`config.mk`:
```
export PLATFORM = sky130hd
export DESIGN_NAME = diff_scan_ctrl
export DESIGN_NICKNAME = d
export VERILOG_FILES = /design/src/rtl/diff_scan_ctrl.sv
export SDC_FILE = /design/constraint.sdc
export NUM_CORES = 1
export LEC_CHECK = 0
export ABC_CLOCK_PERIOD_IN_PS = 3400
export CAP_MARGIN = 20
export CORE_MARGIN = 3
export CORE_UTILIZATION = 35
export DETAILED_ROUTE_END_ITERATION = 8
export HOLD_SLACK_MARGIN = 0.05
export PLACE_DENSITY = 0.6
export SYNTH_ARGS = -nofsm -noshare
export SYNTH_HDL_FRONTEND = slang
export SYNTH_SLANG_ARGS = --single-unit
```
`constraint.sdc`:
```
create_clock -name clk -period 3.4 [get_ports clk]
set_clock_uncertainty 0.1 [all_clocks]
set_input_delay 0.34 -clock clk [delete_from_list [all_inputs] [get_ports clk]]
set_output_delay 0.34 -clock clk [all_outputs]
set_load 0.005 [all_outputs]
```
`src/rtl/diff_scan_ctrl.sv`:
```
// Sequential lowest-differing-bit scanner: streams every set bit index of a^b,
// lowest first, over valid/ready, and reports the first index and a transfer count.
module diff_scan_ctrl (
    input  logic        clk,
    input  logic        rst_n,
    input  logic        start,
    input  logic [31:0] a,
    input  logic [31:0] b,
    input  logic        abort,
    output logic        busy,
    output logic        idx_valid,
    output logic [5:0]  idx,
    input  logic        idx_ready,
    output logic [5:0]  first_idx,
    output logic [5:0]  diff_count,
    output logic        done
);

    localparam int unsigned WIDTH = 32;
    localparam int unsigned IDX_W = 6;

    typedef enum logic [1:0] {
        IDLE = 2'd0,
        EMIT = 2'd1,
        FIN  = 2'd2
    } state_t;

    state_t             state, state_nx;
    logic [WIDTH-1:0]   pend, pend_nx;
    logic [IDX_W-1:0]   first_q, first_nx;
    logic [IDX_W-1:0]   count_q, count_nx;
    logic               busy_q, valid_q, done_q;

    logic [WIDTH-1:0]   diff_c;
    logic [IDX_W-1:0]   idx_c;
    logic [IDX_W-1:0]   first_c;
    logic               last_c;

    assign diff_c = a ^ b;
    assign last_c = ((pend & (pend - 32'd1)) == '0);

    // Lowest set bit of pend, i.e. encode(pend & -pend); 0 when pend is empty.
    always_comb begin
        idx_c = '0;
        for (int i = WIDTH - 1; i >= 0; i--) begin
            if (pend[i]) idx_c = IDX_W'(i);
        end
    end

    // Lowest set bit of the incoming operands' XOR; WIDTH when they are equal.
    always_comb begin
        first_c = IDX_W'(WIDTH);
        for (int i = WIDTH - 1; i >= 0; i--) begin
            if (diff_c[i]) first_c = IDX_W'(i);
        end
    end

    // Next-state and datapath update; abort outranks a pending transfer.
    always_comb begin
        state_nx = state;
        pend_nx  = pend;
        first_nx = first_q;
        count_nx = count_q;
        case (state)
            IDLE: begin
                if (start) begin
                    pend_nx  = diff_c;
                    count_nx = '0;
                    first_nx = first_c;
                    state_nx = (diff_c != '0) ? EMIT : FIN;
                end
            end
            EMIT: begin
                if (abort) begin
                    state_nx = IDLE;
                    pend_nx  = '0;
                end else if (idx_ready) begin
                    pend_nx  = pend & (pend - 32'd1);
                    count_nx = count_q + 6'd1;
                    if (last_c) state_nx = FIN;
                end
            end
            FIN: begin
                state_nx = IDLE;
                if (abort) pend_nx = '0;
            end
            default: begin
                state_nx = IDLE;
                pend_nx  = '0;
            end
        endcase
    end

    // State, datapath and status flags registered from the next state.
    always_ff @(posedge clk or negedge rst_n) begin
        if (!rst_n) begin
            state   <= IDLE;
            pend    <= '0;
            first_q <= IDX_W'(WIDTH);
            count_q <= '0;
            busy_q  <= 1'b0;
            valid_q <= 1'b0;
            done_q  <= 1'b0;
        end else begin
            state   <= state_nx;
            pend    <= pend_nx;
            first_q <= first_nx;
            count_q <= count_nx;
            busy_q  <= (state_nx != IDLE);
            valid_q <= (state_nx == EMIT);
            done_q  <= (state_nx == FIN);
        end
    end

    assign busy       = busy_q;
    assign idx_valid  = valid_q;
    assign idx        = idx_c;
    assign first_idx  = first_q;
    assign diff_count = count_q;
    assign done       = done_q;

endmodule
```
==> impl_results.md <==
* Via count at between 3000 and 4000
* Crit end category: output pin
* Initial Utilization at 37.1%
* Full die area at between 10000 and 15000 sq um
* Dpl hpwl at slightly above 9 mm
* Dpl cell area at 4610 sq um
* # nets final at 597
* CTS tree: built
* Hold-critical path endpoint: first_idx[5]
* Crit path DAT at 2.81 ns
* Clock Latency Late Sink at 0.31 ns
* Top post-synthesis cells by area: dfrtp_1 (34%), o21ai_0 (8.7%), xnor2_1 (7.2%)
* Final setup margin at 0.152 ns
* Sequential Power Share at between 30% and 40%
* Post-synth top area share at between 30% and 40%
* Internal Power at 1.31 mW
* Crit path kind: reg -> out
* IO Count at 90
* PD cells at roughly 460 nW/um^2
* Cell row count at 35
* Core ar. at 9500 sq um
* Synth Net Count at a little over 500
* Fmax at ~310 MHz
* Status: finished clean
* Post-synth ARST share at 100%
* Final period util at a little over nine tenths
* Switching share of total power at 39.2%
* R2r endpoint: state[0]
* Synth-to-Final Area Change at 34.2%
* Main synth FF type: dfrtp_1
* Hold Path Cell Cnt at 2
* Postcts setup bufs at 0
* CTS sink cnt at a little under 50
* Clock network power share at approximately a fifth
* Slew HR at 55.6%
* Vias in the first global route at 3547
* Antenna viol nets, final at 0
* Via density per instance at 5.63
* Largest net degree at the start of global routing at 31
* Hold Startpoint: first_idx[5]
* Setup TNS Final at 0 ns
* Initial antenna violation count at 0
* Slew Limit Fails at 0
* Top-count cell post-synth: o21ai_0
* GRT overflow at 0
* R2R setup slack at 0.29 ns
* Peak VDD IR at 0.191 mV
* Combinational share of power at 41.4%
* First-pass GRT wire length at between 15 and 20 mm
* Post-route cell area at 4730 sq um
* Post-synthesis cell area at 3520 sq um
* Maximum fanout along the worst path at 7
* Port bufs at 88
* Sequential share of the synthesized area at 34.8%
* CTS H-tree lvls at 2
* RSZ-0062 raised after global routing: no
* Post-synth EDFFs at 0
* Hold Path Class: reg -> reg
* Static Leak at 1.81 nW
* CP Data Required Time at roughly 3 ns
* Endpoints failing setup at 0
* Distinct cells, synth at 55
* WL final at 11.6 mm
* Antenna diode count at 0
* Die H at 106 microns
* Crit path launch type: register
* Synth warnings at 0
* Chip Width at 106 microns
* Layout cells sized above 1 at 6.64%
* Net Sw Power at 844 uW
* Area leader, netlist: dfrtp_1
* WL/cell at 17.6 microns
* Root buf cell: clkbuf_8
* Routability cong. at 0.891
* Syn avg cell area at a little over 8 sq um
* Worst Tran Pin Value at 0.666 ns
* Worst-case clock buffer depth at 2
* Mapped Cells at 436
* Minimum clock period at between 3 and 4 ns
* DRT Pass-1 Iters at 5
* Most instantiated cells after synthesis: o21ai_0 (61), dfrtp_1 (48), nor2_1 (46)
* Worst-path clk slew at 0.10 ns
* Setup WS pre-CTS at 0.295 ns
* Final Hold Viols at 0
* Tot GR Track Use at approximately a fifth
* Worst r2r src: pend[4]
* DRT iter0 DRCs at 187
* Max cap viols at 0
* Number of synthesized register bits at 49
* Reg2reg path depth at 7
* DR DRC count at 0
* Clock buffer count from CTS at 5
==> power groups by stage <==
stage / clock, mW / sequential, mW / combinational [mW]
global placement: 0 / 0.848 / 0.899
finish: 0.418 / 0.843 / 0.892
floorplan: 0 / 0.786 / 0.545
detailed placement: 0 / 0.848 / 0.889
CTS: 0.427 / 0.837 / 0.895
global route: 0.446 / 0.864 / 0.989
==> repair_timing <==
action	in CTS	in global routing
hold endpoints to repair	18	0
resized for setup	0	0
hold buffers	1	0
==> critical path, stage by stage, from the launching register on <==
cell and delay (ns):
dfrtp_1 0.45, or4_1 0.60, nor2_1 0.41, o21ai_0 0.20, a31oi_1 0.30, clkdlybuf4s50_1 0.56
==> how the worst max path moves through the flow <==
stage          depth (start not counted)   endpoint  startpoint  slack, ns
2_1_floorplan                          7  idx_valid     pend[3]       0.41
3_3_place_gp                           7  idx_valid     pend[4]       0.35
3_5_place_dp                           7   state[0]     pend[4]       0.29
4_1_cts                                5     idx[3]    pend[17]       0.16
5_1_grt                                5     idx[3]    pend[17]      0.006
6_report                               5     idx[3]    pend[17]       0.15
==> layer usage <==
metal	part of all wire [%]	track usage [%]	vias to the layer above	routed length, microns
met4	1.5	4.90	0	174
met3	7.1	4.31	15	818
met2	45	32.8	157	5250
met5	0	0	-	0
li1	-	-	1775	-
met1	46	29.4	1749	5330
==> sequential cells by signal, summed over array words and instances (netlist names) <==
signal	count
state	2
pend	32
first_idx	6
busy	1
done	1
idx_valid	1
diff_count	6
==> logic make-up after synthesis <==
| kind of cell | synth area share [%] |
|---|---|
| flip-flops | 34.8 |
| AO/OA/AOI/OAI | 26.3 |
| AND/OR/NAND/NOR | 24.2 |
| multiplexers | 0.284 |
| buffers and inverters | 4.12 |
| adder cells (fa/ha/maj) | 0.639 |
| XOR/XNOR | 9.45 |
| other | 0.106 |
==> placed cells by master, fill, tap and decap left out, types with 11 or more instances in the layout <==
master,count
clkdlybuf4s50_1,87
o21ai_0,61
dfrtp_1,48
nor2_1,46
nand2_1,36
a21oi_1,36
xnor2_1,29
inv_1,16
buf_4,16
nand3_1,11
==> metrics by stage <==
stage	instances	hold slack, ns	utilization [%]	power, mW
after floorplan	436	-0.0556	-	1.33
after global placement	648	0.212	48.5	1.75
after detailed placement	648	0.216	48.5	1.74
after CTS	656	0.378	49.7	2.16
after global routing	656	0.385	49.7	2.30
final	656	0.375	49.7	2.15
==> area by class of cell <==
| cell class | instances | area, sq um |
|---|---|---|
| sequential | 49 | 1230 |
| timing repair buffer | 105 | 1010 |
| tap | 129 | 161 |
| clock buffer | 5 | 68.8 |
| inverter | 16 | 60.1 |
| fill | 941 | 4780 |
| clock inverter | 2 | 35.0 |
| multi-input combinational | 350 | 2170 |
Power figures use the tool's default switching activity.
